File: config.mk
export PLATFORM = sky130hd
export DESIGN_NAME = rect_plotter
export DESIGN_NICKNAME = d
export VERILOG_FILES = /design/src/rtl/rect_plotter_pkg.sv /design/src/rtl/rect_scan_counter.sv /design/src/rtl/rect_plotter.sv
export SDC_FILE = /design/constraint.sdc
export NUM_CORES = 1
export LEC_CHECK = 0
export ABC_AREA = 1
export BUFFER_PORTS_ARGS = -buffer_cell sky130_fd_sc_hd__buf_2
export CAP_MARGIN = 20
export CORE_ASPECT_RATIO = 0.9
export CORE_UTILIZATION = 45
export CTS_BUF_LIST = sky130_fd_sc_hd__clkbuf_8
export CTS_CLUSTER_DIAMETER = 120
export DETAILED_ROUTE_END_ITERATION = 10
export PLACE_DENSITY = 0.7
export SLEW_MARGIN = 20
export SYNTH_ARGS = -nofsm -noshare
export SYNTH_HDL_FRONTEND = slang
export SYNTH_SLANG_ARGS = --single-unit
File: constraint.sdc
create_clock -name clk -period 4 [get_ports clk]
set_clock_uncertainty 0.05 [all_clocks]
set_input_delay 0.4 -clock clk [delete_from_list [all_inputs] [get_ports clk]]
set_output_delay 0.4 -clock clk [all_outputs]
set_load 0.01 [all_outputs]
File: src/rtl/rect_plotter_pkg.sv
// Shared constants, widths, colours and FSM encoding for the rectangle plotter.
// Imported by rect_plotter and rect_scan_counter.
package rect_plotter_pkg;

  localparam int SCREEN_W = 160;
  localparam int SCREEN_H = 120;
  localparam int MAX_DIM  = 32;

  localparam int X_W      = 8;
  localparam int Y_W      = 7;
  localparam int ORIGIN_W = 9;
  localparam int DIM_W    = 6;
  localparam int COLOUR_W = 3;

  localparam logic [COLOUR_W-1:0] BLACK = 3'b000;
  localparam logic [COLOUR_W-1:0] RED   = 3'b100;
  localparam logic [COLOUR_W-1:0] GREEN = 3'b010;
  localparam logic [COLOUR_W-1:0] BLUE  = 3'b001;
  localparam logic [COLOUR_W-1:0] WHITE = 3'b111;

  typedef enum logic [1:0] {
    IDLE = 2'd0,
    SCAN = 2'd1,
    FIN  = 2'd2
  } state_t;

endpackage

File: src/rtl/rect_scan_counter.sv
// Column/row raster counter for one rectangle; column runs fastest and
// the last-slot flag marks the final (w-1, h-1) position.
module rect_scan_counter
  import rect_plotter_pkg::*;
(
  input  logic             clk,
  input  logic             resetn,
  input  logic             load,
  input  logic             advance,
  input  logic [DIM_W-1:0] w,
  input  logic [DIM_W-1:0] h,
  output logic [DIM_W-1:0] col,
  output logic [DIM_W-1:0] row,
  output logic             last
);

  logic col_end;

  assign col_end = (col == (w - 6'd1));
  assign last    = col_end && (row == (h - 6'd1));

  always_ff @(posedge clk) begin
    if (!resetn) begin
      col <= '0;
      row <= '0;
    end else if (load) begin
      col <= '0;
      row <= '0;
    end else if (advance) begin
      if (col_end) begin
        col <= '0;
        row <= row + 6'd1;
      end else begin
        col <= col + 6'd1;
      end
    end
  end

endmodule

File: src/rtl/rect_plotter.sv
// Filled-rectangle pixel stream generator: one candidate pixel per clock,
// clipped to the visible frame, with a registered output stage.
module rect_plotter
  import rect_plotter_pkg::*;
(
  input  logic                clk,
  input  logic                resetn,
  input  logic                req_valid,
  output logic                req_ready,
  input  logic [X_W-1:0]      req_x,
  input  logic [ORIGIN_W-1:0] req_y,
  input  logic [DIM_W-1:0]    req_w,
  input  logic [DIM_W-1:0]    req_h,
  input  logic [COLOUR_W-1:0] req_colour,
  output logic                plot,
  output logic [X_W-1:0]      x_out,
  output logic [Y_W-1:0]      y_out,
  output logic [COLOUR_W-1:0] colour_out,
  output logic                busy,
  output logic                done
);

  state_t              state;
  logic [X_W-1:0]      x0;
  logic [ORIGIN_W-1:0] y0;
  logic [DIM_W-1:0]    w_lat;
  logic [DIM_W-1:0]    h_lat;
  logic [COLOUR_W-1:0] colour_lat;

  logic [DIM_W-1:0]    col;
  logic [DIM_W-1:0]    row;
  logic                last;
  logic                accept;
  logic                scanning;

  logic [8:0]          px;
  logic [9:0]          py;
  logic                visible;

  assign req_ready = (state == IDLE);
  assign busy      = (state != IDLE);
  assign accept    = req_ready && req_valid;
  assign scanning  = (state == SCAN);

  rect_scan_counter u_counter (
    .clk     (clk),
    .resetn  (resetn),
    .load    (accept),
    .advance (scanning),
    .w       (w_lat),
    .h       (h_lat),
    .col     (col),
    .row     (row),
    .last    (last)
  );

  // px is widened so origins near 255 cannot wrap back onto the left edge;
  // py is sign-extended so rows above the top edge are negative and clipped.
  assign px      = {1'b0, x0} + {3'b000, col};
  assign py      = {y0[ORIGIN_W-1], y0} + {4'b0000, row};
  assign visible = (px < 9'(SCREEN_W)) && !py[9] && (py[8:0] < 9'(SCREEN_H));

  always_ff @(posedge clk) begin
    if (!resetn) begin
      state      <= IDLE;
      x0         <= '0;
      y0         <= '0;
      w_lat      <= '0;
      h_lat      <= '0;
      colour_lat <= '0;
      plot       <= 1'b0;
      done       <= 1'b0;
      x_out      <= '0;
      y_out      <= '0;
      colour_out <= '0;
    end else begin
      plot <= 1'b0;
      done <= 1'b0;
      case (state)
        IDLE: begin
          if (req_valid) begin
            x0         <= req_x;
            y0         <= req_y;
            w_lat      <= req_w;
            h_lat      <= req_h;
            colour_lat <= req_colour;
            state      <= ((req_w == '0) || (req_h == '0)) ? FIN : SCAN;
          end
        end
        SCAN: begin
          // Clipped slots still take their cycle but leave the outputs held.
          plot <= visible;
          if (visible) begin
            x_out      <= px[X_W-1:0];
            y_out      <= py[Y_W-1:0];
            colour_out <= colour_lat;
          end
          if (last) begin
            state <= FIN;
          end
        end
        FIN: begin
          done  <= 1'b1;
          state <= IDLE;
        end
        default: begin
          state <= IDLE;
        end
      endcase
    end
  end

endmodule

==> run summary <==
PLACED DESIGN
--------------------------------------------------------------------------------------------------
Input/output buffers                                                                            56
Final estimated routing congestion in global placement                                       0.829
Post-Place Cells                                                                               680
DP Area                                                                                   3970 um2
Final HPWL from detailed placement                                                         5.79 mm

SYNTHESIS
--------------------------------------------------------------------------------------------------
Netlist area before placement                                                             3630 um2
Unique masters post-synth                                                                       29
Synthesis Warnings                                                                               0
Sequential share of the synthesized area                                                     36.4%
Mean post-synth cell area                                                                 6.72 um2
Number of flip-flops and latches in the synthesized netlist                                     66
Number of nets in the synthesized netlist                                                      593
Top cells by area, synth                                                              dfxtp_1, nand2_1, nor2_1
Cell taking the most area after synthesis                                                  dfxtp_1
Proportion of netlist area held by the largest area contributor                              36.4%
Number of standard cells after synthesis                                                       540

PWR
--------------------------------------------------------------------------------------------------
Largest vdd supply drop                                                                   0.207 mV
Leakage power of the design                                                                2.08 nW
Power density of the placed cells                                                       398 nW/um2
Overall power of the completed layout                                                      1.66 mW

GLOBAL ROUTE
--------------------------------------------------------------------------------------------------
Largest net degree at the start of global routing                                               52
Global-route wire length before repair                                                     14.0 mm
Via count of the first global-routing pass                                                    3123
Initial antenna violation count                                                                  0
Aggregate global routing overflow                                                                0
Total global-route track usage                                                               20.9%

HOLD PATH
--------------------------------------------------------------------------------------------------
Hold Path Sink                                                                               y0[7]
Hold Path Origin                                                                          req_y[7]
Hold-critical path depth                                                                         3
Hold Path Class                                                                       primary input to flop

CLOCKING
--------------------------------------------------------------------------------------------------
Buffer cell driving the clock tree root                                                   clkbuf_8
Clock latency at the later pin of the worst-skew pair                                       360 ps
Hold_buf cts                                                                                     0
Post-CTS setup-driven buffer insertion count                                                     0
Number of instances resized during post-cts repair                                               0
Clock transition time at the flip-flop clock pins of the worst setup and hold paths          80 ps
Clock buffers created by TritonCTS                                                               9
Count of H-tree levels built during CTS                                                          3
Clock tree from TritonCTS                                                                     done
Maximum clock insertion buffer count                                                             2
Clock sink total                                                                                66

STA
--------------------------------------------------------------------------------------------------
Crit path time final                                                                       2540 ps
Max_slew headroom                                                                            44.2%
Max Clk Rate                                                                             0.394 GHz
Final max-slew violation count                                                                   0
Final setup viols                                                                                0
Post-route setup TNS                                                                          0 ps
Share of the clock period used by the worst path after layout                                63.5%
Worst Hold Margin                                                                           216 ps
RSZ-0062 raised after global routing                                                         false
Fin. Hold Viols                                                                                  0
Worst slew pin tran                                                                         837 ps

SETUP PATH
--------------------------------------------------------------------------------------------------
Required time at the endpoint of the critical path                                         4200 ps
Data arrival time at the worst-slack endpoint                                              2740 ps
Type of the setup path with the least slack                                           flop to flop
Critical path buffer and inverter count                                                          2
Endpoint of the lowest-slack register-to-register path                                    y_out[2]
Biggest cell delay along the critical path                                                  450 ps
Element type at the critical path start                                                       flop
Master of the slowest instance on the critical path                                        dfxtp_1
Maximum fanout encountered on the critical timing path                                          36
Worst path cell trace                                                                 ha_1, inv_1, fa_1, inv_1, nand2_1, nand2_1, nand2_1, nand2_1, nand2_1, nand2_1, nand3_2, nor2_8, nand2_1, nand2_1, nor2_1
Largest delay share family, worst path                                                simple AND/OR/NAND/NOR gates
Setup slack of the worst register-to-register path                                         1460 ps
Number of cell instances on the worst register-to-register path                                 15
Cell with the most instances on the worst path                                             nand2_1
Kind of end point of the critical path                                                        flop
Crit Reg-Reg Startpoint                                                               u_counter.row[0]

DRT
--------------------------------------------------------------------------------------------------
Detail-routed net length per standard cell                                                 11.5 um
Length of the first detailed-routing pass in iterations                                          4
Number of vias in the routed layout                                                           3362
Post-route DRC violation count                                                                   0
Number of nets with antenna violations after detailed routing                                    0
Overall routed net length                                                                  8.01 mm
Via density                                                                                   4.84
Initial DRC count                                                                              136

FLOORPLANNING
--------------------------------------------------------------------------------------------------
Die footprint                                                                             8420 um2
Initial core utilization                                                                     47.4%
I/O pin cnt                                                                                     57
Die height                                                                                 87.2 um
Die outline width                                                                          96.6 um
CORE AREA                                                                                 7660 um2
Placement row count                                                                             30

LAYOUT
--------------------------------------------------------------------------------------------------
Antenna Cells                                                                                    0
Number of standard cells in the final layout excluding fillers                                 695
Final std cell area, no fill                                                              4180 um2
Signed area change from the synthesized netlist to the final layout                          15.1%
Ratio of cells with drive above 1 in the final layout                                        13.7%
Filler cells                                                                                   762
# nets final                                                                                   648

RUN STATUS
--------------------------------------------------------------------------------------------------
Status                                                                                complete, no violations

JOB
--------------------------------------------------------------------------------------------------
Total of max-cap violations                                                                      0

## kinds of logic (layout without fill, tap and decap cells)
group | count (synthesis) | in the layout | share of synthesized area (%)
DFF | 66 | 66 | 36.4
buffers and inverters | 89 | 148 | 9.83
AOI/OAI and AO/OA | 70 | 70 | 10.1
and+or+nand+nor | 273 | 273 | 31.2
xor gates and xnor gates | 24 | 24 | 5.80
adders and majority gates | 18 | 18 | 6.62
## synth_stat cells
cell type  instances
nand2_2            3
xor2_1            18
ha_1              16
a21oi_2            2
nor2_2             1
nor2_8             1
nor2_1            90
nand3_2            1
nand3b_1           3
o21ai_0           35
o31ai_1            1
buf_1              1
clkbuf_1          11
a211oi_1           1
xnor2_1            6
a21boi_1           1
or2_2              1
fa_1               2
nor4_1             1
nand3_1           25
buf_6              3
nand4_1            7
dfxtp_1           66
a21oi_1           29
nor3_1             5
a21boi_0           1
inv_1             74
or2_0              1
nand2_1          134
## report_power, final
part,switching (mW),total [mW],internal [mW]
Sequential,0.0359,0.751,0.715
Combinational,0.196,0.322,0.126
Clock,0.256,0.588,0.332
Total,0.488,1.66,1.17
## sequential cells by signal, indices dropped and copies added, names as in the netlist
name,count
y0,9
x0,8
x_out,8
y_out,7
h_lat,6
u_counter.col,6
u_counter.row,6
w_lat,6
colour_lat,3
colour_out,3
state,2
done,1
plot,1
## cell type report
cell class,instances,area (um2),share of cell area (%)
multi-input combinational,385,1950,46.7
tap,96,120,2.88
clock inverter,3,38.8,0.929
timing repair buffer,59,303,7.25
clock buffer,12,165,3.96
inverter,74,278,6.65
sequential,66,1320,31.6
## how the worst max path moves through the flow
stage | cells after the start | slack, ps | to | from
floorplan | 16 | 1870 | x_out[2] | u_counter.row[0]
global placement | 15 | 1490 | x_out[2] | u_counter.row[0]
detailed placement | 15 | 1460 | y_out[2] | u_counter.row[0]
CTS | 15 | 1460 | y_out[2] | u_counter.row[0]
global route | 15 | 1190 | x_out[3] | u_counter.row[0]
finish | 15 | 1460 | y_out[2] | u_counter.row[0]
## placed cells by master, fill, tap and decap left out, drive strengths merged
master / n
nor4: 1
fa: 2
a211oi: 1
nand3: 26
nand3b: 3
clkbuf: 12
nor3: 5
a21oi: 31
o31ai: 1
a21boi: 2
clkinv: 1
or2: 2
nor2: 92
bufinv: 1
nand2: 137
ha: 16
dfxtp: 66
nand4: 7
inv: 75
xor2: 18
buf: 59
xnor2: 6
o21ai: 35
## routing by layer
metal  global-route usage [%]  vias up  part of all wire (%)
met5                        0        -                     0
met4                     5.70        0                   1.2
met3                     6.74        7                   5.9
met2                     35.5       82                    43
met1                     25.7     1475                    50
li1                         -     1798                     -
## metrics by stage
stage | util (%) | setup WS (ps)
final | 54.5 | 1460
after CTS | 54.5 | 1460
after global routing | 54.5 | 1190
after floorplan | - | 1870
after detailed placement | 51.9 | 1460
after global placement | 51.9 | 1490
## worst min-delay path, delay by kind of cell
family                 cells  cell delay (ps)
AND/OR/NAND/NOR            2              110
buffers and inverters      1               80
Power figures use the tool's default switching activity.
